File: config.mk
export PLATFORM = sky130hd
export DESIGN_NAME = alu_issue_queue
export DESIGN_NICKNAME = d
export VERILOG_FILES = /design/src/rtl/alu_pkg.sv /design/src/rtl/alu_op_check.sv /design/src/rtl/alu_issue_queue.sv
export SDC_FILE = /design/constraint.sdc
export NUM_CORES = 1
export LEC_CHECK = 0
export ABC_CLOCK_PERIOD_IN_PS = 7000
export BUFFER_PORTS_ARGS = -buffer_cell sky130_fd_sc_hd__buf_2
export CAP_MARGIN = 25
export CORE_ASPECT_RATIO = 1.2
export CORE_MARGIN = 5
export CORE_UTILIZATION = 45
export DETAILED_ROUTE_END_ITERATION = 16
export HOLD_SLACK_MARGIN = 0.08
export PLACE_DENSITY = 0.73
export SYNTH_ARGS = -nofsm -noshare
export SYNTH_HDL_FRONTEND = slang
export SYNTH_SLANG_ARGS = --single-unit
File: constraint.sdc
create_clock -name clk -period 7 [get_ports clk]
set_input_delay 0.7 -clock clk [delete_from_list [all_inputs] [get_ports clk]]
set_output_delay 0.7 -clock clk [all_outputs]
set_load 0.02 [all_outputs]
File: src/rtl/alu_pkg.sv
// Shared ALU definitions: datapath width, function codes and exception bit positions.
// Used by the issue queue, the ALU and writeback.
package alu_pkg;

    localparam int ALU_W = 20;

    localparam logic [3:0] FN_AND  = 4'd0;
    localparam logic [3:0] FN_OR   = 4'd1;
    localparam logic [3:0] FN_XOR  = 4'd2;
    localparam logic [3:0] FN_ADD  = 4'd3;
    localparam logic [3:0] FN_SUB  = 4'd4;
    localparam logic [3:0] FN_MULT = 4'd5;
    localparam logic [3:0] FN_DIV  = 4'd6;
    localparam logic [3:0] FN_REM  = 4'd7;

    localparam int EXC_ILLEGAL = 0;
    localparam int EXC_DIV0    = 1;

    function automatic logic is_divide(input logic [3:0] func);
        return (func == FN_DIV) || (func == FN_REM);
    endfunction

endpackage

File: src/rtl/alu_op_check.sv
// Combinational exception classifier for one ALU op: illegal function code and
// divide/remainder by zero.
module alu_op_check
    import alu_pkg::*;
#(
    parameter int WIDTH = ALU_W
) (
    input  logic [3:0]       func,
    input  logic [WIDTH-1:0] in2,
    output logic [1:0]       exc
);

    always_comb begin
        exc              = '0;
        exc[EXC_ILLEGAL] = (func > FN_REM);
        exc[EXC_DIV0]    = is_divide(func) && (in2 == '0);
    end

endmodule

File: src/rtl/alu_issue_queue.sv
// Operand-issue FIFO in front of the ALU with per-entry exception classification.
// Define ALU_ISSUE_BYPASS_EN for zero-latency pass-through when the queue is empty.
module alu_issue_queue
    import alu_pkg::*;
#(
    parameter int WIDTH = ALU_W,
    parameter int DEPTH = 4,
    parameter int TAG_W = 3
) (
    input  logic                       clk,
    input  logic                       rst,
    input  logic                       flush,
    input  logic                       s_valid,
    output logic                       s_ready,
    input  logic [WIDTH-1:0]           s_in1,
    input  logic [WIDTH-1:0]           s_in2,
    input  logic [3:0]                 s_func,
    input  logic [TAG_W-1:0]           s_tag,
    output logic                       m_valid,
    input  logic                       m_ready,
    output logic [WIDTH-1:0]           alu_in1,
    output logic [WIDTH-1:0]           alu_in2,
    output logic [3:0]                 alu_func,
    output logic [TAG_W-1:0]           m_tag,
    output logic [1:0]                 m_exc,
    output logic [$clog2(DEPTH):0]     count,
    output logic [7:0]                 exc_cnt
);

    localparam int PW = $clog2(DEPTH);
    localparam int CW = PW + 1;

    typedef struct packed {
        logic [WIDTH-1:0] in1;
        logic [WIDTH-1:0] in2;
        logic [3:0]       func;
        logic [TAG_W-1:0] tag;
        logic [1:0]       exc;
    } entry_t;

    entry_t          mem_q [DEPTH];
    entry_t          mem_d [DEPTH];
    logic [PW-1:0]   rd_ptr_q, rd_ptr_d;
    logic [PW-1:0]   wr_ptr_q, wr_ptr_d;
    logic [CW-1:0]   count_q, count_d;
    logic [7:0]      exc_cnt_q, exc_cnt_d;

    logic [1:0]      s_exc;
    logic            push;
    logic            fifo_nonempty;
    logic            fifo_pop;
    logic            wr_en;
    logic            bypass_live;
    entry_t          head;

    alu_op_check #(.WIDTH(WIDTH)) u_op_check (
        .func (s_func),
        .in2  (s_in2),
        .exc  (s_exc)
    );

    always_comb begin
        s_ready       = (count_q != CW'(DEPTH)) && !flush;
        push          = s_valid && s_ready;
        fifo_nonempty = (count_q != '0);
`ifdef ALU_ISSUE_BYPASS_EN
        bypass_live   = !fifo_nonempty && s_valid && !flush;
`else
        bypass_live   = 1'b0;
`endif
        head = '0;
        if (bypass_live) begin
            head = '{in1: s_in1, in2: s_in2, func: s_func, tag: s_tag, exc: s_exc};
        end else if (fifo_nonempty) begin
            head = mem_q[rd_ptr_q];
        end
        m_valid  = fifo_nonempty || bypass_live;
        alu_in1  = head.in1;
        alu_in2  = head.in2;
        alu_func = head.func;
        m_tag    = head.tag;
        m_exc    = head.exc;
        count    = count_q;
        exc_cnt  = exc_cnt_q;
        fifo_pop = fifo_nonempty && m_ready;
        // A bypassed op consumed in the same cycle never occupies a slot
        wr_en    = push && !(bypass_live && m_ready);
    end

    always_comb begin
        mem_d     = mem_q;
        rd_ptr_d  = rd_ptr_q;
        wr_ptr_d  = wr_ptr_q;
        count_d   = count_q;
        exc_cnt_d = exc_cnt_q;
        if (push && (s_exc != '0) && (exc_cnt_q != 8'hFF)) begin
            exc_cnt_d = exc_cnt_q + 8'd1;
        end
        if (flush) begin
            rd_ptr_d = '0;
            wr_ptr_d = '0;
            count_d  = '0;
        end else begin
            if (wr_en) begin
                mem_d[wr_ptr_q] = '{in1: s_in1, in2: s_in2, func: s_func, tag: s_tag, exc: s_exc};
                wr_ptr_d        = wr_ptr_q + PW'(1);
            end
            if (fifo_pop) begin
                rd_ptr_d = rd_ptr_q + PW'(1);
            end
            count_d = count_q + CW'(wr_en) - CW'(fifo_pop);
        end
    end

    always_ff @(posedge clk or posedge rst) begin
        if (rst) begin
            rd_ptr_q  <= '0;
            wr_ptr_q  <= '0;
            count_q   <= '0;
            exc_cnt_q <= '0;
        end else begin
            rd_ptr_q  <= rd_ptr_d;
            wr_ptr_q  <= wr_ptr_d;
            count_q   <= count_d;
            exc_cnt_q <= exc_cnt_d;
        end
    end

    // Payload storage needs no reset: outputs are masked while the queue is empty
    always_ff @(posedge clk) begin
        mem_q <= mem_d;
    end

endmodule

==> results of run 1 <==
## layout make-up
type,instances,share of cell area
sequential,211,0.641
multi-input combinational,163,0.197
timing repair buffer,119,0.0645
clock buffer,24,0.0549
tap,224,0.0287
clock inverter,12,0.0114
inverter,6,0.00230
## flip-flops by register name (all words and copies together) (netlist names)
register / count
count: 3
exc_cnt: 8
mem_q: 196
rd_ptr_q: 2
wr_ptr_q: 2
## worst max-delay path, stage by stage (launching register included)
cell and delay, ns:
dfrtp_4 0.71, buf_16 0.31, mux4_2 0.52, and2_1 0.19, buf_2 0.16
## routing by layer
metal | up-vias | routed length, um | track usage
li1 | 1837 | - | -
met1 | 2147 | 6010 | 0.178
met3 | 21 | 926 | 0.0354
met5 | - | 13 | 0
met2 | 108 | 8360 | 0.270
met4 | 2 | 256 | 0.0421
## report_power, final
group	switching [W]	internal [W]	leakage (nW)	total, W
sequential	0.0000747	0.00148	1.97	0.00155
clock	0.000433	0.000623	0.326	0.00106
combinational	0.000556	0.000437	1.16	0.000993
total	0.00106	0.00254	3.46	0.00360
## stage by stage
stage | cells | hold WS, ns | utilization | setup slack [ns] | cell area, um2
final | 759 | 0.271 | 0.538 | 3.92 | 9770
after global routing | 759 | 0.318 | 0.538 | 3.75 | 9770
after CTS | 759 | 0.274 | 0.538 | 3.83 | 9770
after detailed placement | 723 | 0.500 | 0.502 | 4.01 | 9130
after global placement | 722 | 0.493 | 0.501 | 4.14 | 9100
after floorplan | 399 | 0.491 | - | 4.31 | 8290
## worst paths after layout
path	cells past startpoint	startpoint	endpoint
min in group clk	1	s_in1[15]	mem_q[142]
max reg2reg	9	count[1]	count[2]
min reg2reg	1	exc_cnt[3]	exc_cnt[3]
max	4	rd_ptr_q[0]	alu_in2[2]
max in group asynchronous	2	rst	rd_ptr_q[0]
min	2	rst	exc_cnt[7]
## Yosys cell counts (all sizes together)
master and number:
a21oi 1, and2 53, and3 7, and4 1, and4bb 1, buf 8
clkbuf 11, dfrtp 15, edfxtp 196, fa 1, ha 7, inv 6
mux2 3, mux4 49, nand2 4, nand2b 1, nand3 4, nand4 5
nor2 6, nor2b 1, nor3 1, nor4 4, o21ai 1, o21bai 1
o31ai 1, or3 2, xnor2 7, xor2 2
## kinds of logic (layout without fill, tap and decap cells)
family          after synthesis  count (layout)  synth area share
compound gates                4               4           0.00483
xor+xnor                      9               9           0.00951
fa+ha+maj                     8               8            0.0130
buf+inv                      25             161            0.0128
flops                       211             211             0.755
mux                          52              52             0.139
simple gates                 90              90            0.0658
## placed cells by master (no fill, tap or decap), drive strengths merged, types with 2 or more instances in the layout
master | netlist | final
ha | 7 | 7
nor2 | 6 | 6
bufinv | 0 | 2
dfrtp | 15 | 15
mux4 | 49 | 49
nor4 | 4 | 4
nand3 | 4 | 4
and2 | 53 | 53
edfxtp | 196 | 196
buf | 8 | 119
nand4 | 5 | 5
clkbuf | 11 | 24
xnor2 | 7 | 7
and3 | 7 | 7
mux2 | 3 | 3
clkinv | 0 | 9
or3 | 2 | 2
nand2 | 4 | 4
xor2 | 2 | 2
inv | 6 | 7
==> impl_metrics.yaml, run 1 <==
sta:
  period_share: 0.441
  setup_violations: 0
  slew_violations: 0
  fin_skew_ns: 0.00490
  tns_ns: 0
  relSlewSlack: 0.430
  max_slew.worst_pin.slew_ns: 0.856
  fin_crit_ns: 3.08
  rsz0062_at_grt: "no"
  finalHoldViolations: 0
  fmax_ghz: 0.324
status:
  outcome: "complete, no violations"
layout:
  multi_input_area_um2: 1930
  antenna_cells: 0
  regArea_um2: 6270
  fillCellCount: 1368
  area_growth_pct: 17.9
  final_nets: 581
  drive_gt1_frac: 0.398
synthesis:
  synth_fp_nets: 459
  yosys.cell_types.count: 30
  synth_top_area_share: 0.710
  syn_avg_cell_area_um2: 20.8
  synthTopCellsByArea: "edfxtp_1 (71%), mux4_2 (13%), dfrtp_1 (4.5%)"
  yosysSeqAreaShare: 0.755
  synth_cells: 399
  yosys_warnings: 0
  syn_area_um2: 8290
  yosysTopAreaCell: "edfxtp_1"
  ys_ff_latch: 211
power_and_ir_drop:
  ir_drop_v: 0.000210
  power_w: 0.00360
  powerDensity_nw_per_um2: 369
  p_leak_nw: 3.46
detailed_routing:
  vias_per_cell: 5.42
  drtAntennaViolNets: 0
  detailroute.via_count: 4115
  finalWirelength_um: 15600
  wire_per_inst_um: 20.5
  dr.pass1.iters: 4
  drc: 0
  drt_iter0_drc: 332
placed_design:
  port_buffers: 113
  place_congestion: 0.781
  hpwlAfterDp_um: 9470
clocking:
  clkLatencyLatePin_ns: 0.48
  htreeDepth: 1
  post_cts_resize_count: 0
  cts_tree: "built"
  cts.sinks: 211
  root_buffer: "clkbuf_16"
  cts_setup_buffers: 0
  cts.clk_slew.worst_paths_ns: 0.06
  holdBufCountCts: 0
  cts_buffers: 20
  max-clock-path-buffers: 3
critical_path:
  required_ns: 6.30
  path_class: "reg -> out"
  r2r_setup_slack_ns: 4.03
  worstPathArrival_ns: 2.38
  start_kind: "register"
  endpoint_kind: "output pin"
  worst-path-max-fanout: 32
die:
  die-area_um2: 21200
  die_w_um: 134
  pin_count: 114
  die_h_um: 159
  rows: 54
  coreArea_um2: 18200
  start_util: 0.456
global_route:
  grt_usage: 0.149
  grt_start_max_net_pins: 52
  antenna_found_initial: 1
  grt_pass1_wl_um: 24600
  first_global_vias: 4593
  grt_overflow_total: 0
min_path:
  min_path_type: "in -> async"
job:
  cap_violations: 0
Note: power is estimated with default switching activity, not from simulation.
==> run 2: changes to the inputs <==
Settings changed: ABC_AREA set to 1, ABC_CLOCK_PERIOD_IN_PS 7000 to 3200.
Clock period 7 ns to 3.2 ns, I/O delays scaled along.
==> run 2 against run 1 <==
Register-to-register slack got worse by 2.9 ns; routed wire length rose by 20%; final cell count rose by 49%; global-route usage rose by 2.4 points; core utilization rose by 1.6 points; flip-flop and latch count did not move; sequential power rose by 120%; clock power rose by 110%; critical path type unchanged; highest routed layer is now met4.
==> impl_metrics.yaml, run 2 <==
status:
  outcome: "complete, no violations"
synthesis:
  synth_fp_nets: 782
  post-synth-top-count-cell: "nor2_1"
  synthTopCellsByArea: "edfxtp_1 (68%), nor2_1 (9.4%), o21ai_0 (4.6%)"
  yosys_warnings: 0
  ys_ff_latch: 211
  async_reset_ff_frac: 0.0711
  ys.flop_type: "edfxtp_1"
  syn_avg_cell_area_um2: 12.0
  synth_commonest_cells: "nor2_1 (216), edfxtp_1 (196), o21ai_0 (79)"
  yosysSeqAreaShare: 0.722
  synth_cells: 722
  yosysTopAreaCell: "edfxtp_1"
  syn_area_um2: 8670
  synth-edff-count: 196
  yosys.cell_types.count: 29
  synth_top_area_share: 0.679
clocking:
  max-clock-path-buffers: 3
  post_cts_resize_count: 0
  cts_setup_buffers: 0
  cts.clk_slew.worst_paths_ns: 0.06
  cts_tree: "built"
  cts_buffers: 20
  root_buffer: "clkbuf_16"
  holdBufCountCts: 34
  clkLatencyLatePin_ns: 0.48
  htreeDepth: 1
  cts.sinks: 211
critical_path:
  worstPathArrival_ns: 2.38
  cp_cell_sequence: "buf_4, buf_12, nor2_1, nor2_1, o21ai_0, a21oi_1, buf_2"
  worst-path-max-fanout: 51
  crit_family: "buffers and inverters"
  r2r_setup_slack_ns: 1.09
  path_class: "reg -> out"
  crit_slowest_cell: "buf_4"
  cp.buffers_inverters: 3
  crit_top_cell: "nor2_1"
  slowest_delay_ns: 0.46
  required_ns: 2.88
  endpoint_kind: "output pin"
  start_kind: "register"
power_and_ir_drop:
  seqPwrFrac: 0.415
  p_int_w: 0.00532
  powerDensity_nw_per_um2: 769
  pwr-share-comb: 0.306
  p_leak_nw: 3.95
  ir_drop_v: 0.000449
  p_sw_w: 0.00274
  power_w: 0.00806
  p_clk_frac: 0.280
  switching_share: 0.340
global_route:
  grt_pass1_wl_um: 30300
  antenna_found_initial: 0
  grt_start_max_net_pins: 100
  grt_overflow_total: 0
  first_global_vias: 6062
  grt_usage: 0.172
detailed_routing:
  wire_per_inst_um: 16.5
  dr.pass1.iters: 5
  vias_per_cell: 5.08
  drc: 0
  drtAntennaViolNets: 0
  finalWirelength_um: 18700
  drt_iter0_drc: 438
  detailroute.via_count: 5762
sta:
  setup_violations: 0
  fin_crit_ns: 2.70
  max_slew.worst_pin.slew_ns: 0.754
  period_share: 0.845
  fin_skew_ns: 0.00633
  rsz0062_at_grt: "no"
  finalHoldViolations: 0
  fmax_ghz: 0.370
  slew_violations: 0
  relSlewSlack: 0.497
die:
  pin_count: 114
  die_w_um: 137
  die_h_um: 162
  start_util: 0.458
  rows: 55
  die-area_um2: 22200
  coreArea_um2: 18900
layout:
  final_nets: 924
  area_growth_pct: 20.8
  regMostFlops: "mem_q"
  mostFrequentLayoutCell: "nor2_1"
  drive_gt1_frac: 0.198
  largest_reg_flops: 196
  stdcell_area_um2: 10500
  antenna_cells: 0
  mostFrequentLayoutCells: "nor2_1 (212), edfxtp_1 (196), buf_2 (113)"
placed_design:
  placed_cell_area_um2: 9480
  place_congestion: 0.795
  hpwlAfterDp_um: 10600
  port_buffers: 113
job:
  cap_violations: 0
min_path:
  min_path_type: "in -> reg"
## run 2: changes by cell type after synthesis, moves of 6 or more
cell / before / now
a21oi_1: 0 / 52
and2_1: 53 / 0
and3_1: 7 / 0
buf_2: 7 / 15
buf_6: 0 / 6
inv_1: 6 / 21
mux4_2: 49 / 0
nand2_1: 4 / 34
nor2_1: 6 / 216
o21ai_0: 1 / 79
o21ai_1: 0 / 23
## run 2: power by group through the flow
stage / Sequential [W] / Combinational [W] / Clock [W]
6_report: 0.00334 / 0.00246 / 0.00225
2_1_floorplan: 0.00343 / 0.00160 / 0
3_3_place_gp: 0.00339 / 0.00240 / 0
5_1_grt: 0.00336 / 0.00273 / 0.00242
3_5_place_dp: 0.00340 / 0.00244 / 0
4_1_cts: 0.00334 / 0.00248 / 0.00229
## run 2: per-stage QoR
stage               TNS (ns)  setup slack [ns]  hold WS [ns]  instances  utilization
finish                     0             0.496        0.0893       1134        0.553
global route               0             0.296        0.0895       1134        0.553
CTS                        0             0.328        0.0808       1133        0.552
detailed placement         0             0.839         0.409       1063        0.501
global placement           0             0.897         0.410       1063        0.501
floorplan             -59.78            -0.305         0.221        722            -
## run 2: routing by layer
layer / track usage / share of wire / wire (um) / up-vias
li1: - / - / - / 2808
met1: 0.221 / 0.42 / 7840 / 2756
met2: 0.295 / 0.50 / 9400 / 161
met3: 0.0273 / 0.053 / 998 / 37
met4: 0.0637 / 0.024 / 440 / 0
met5: 0 / 0 / 0 / -
## run 2: cell type report
cell class | instances | area (um2)
clock inverter | 6 | 51.3
clock buffer | 30 | 579
inverter | 26 | 100
multi-input combinational | 446 | 2120
timing repair buffer | 159 | 1030
tap | 256 | 320
sequential | 211 | 6270
fill | 1547 | 8450
## run 2: kinds of logic after synthesis
kind of cell | after synthesis | synth area share
adders and majority gates | 8 | 0.0124
buffers and inverters | 65 | 0.0367
DFF | 211 | 0.722
and+or+nand+nor | 277 | 0.132
xor gates and xnor gates | 6 | 0.00606
AOI/OAI and AO/OA | 155 | 0.0908
## run 2: final timing paths
| path | startpoint | end | depth (start not counted) |
|---|---|---|---|
| hold / removal | s_func[1] | mem_q[104] | 1 |
| setup / recovery | rd_ptr_q[0] | alu_in1[10] | 7 |
| min in group asynchronous | rst | exc_cnt[4] | 3 |
| hold reg to reg | wr_ptr_q[1] | wr_ptr_q[1] | 2 |
| max in group asynchronous | rst | rd_ptr_q[0] | 3 |
| setup reg to reg | count[1] | count[2] | 10 |
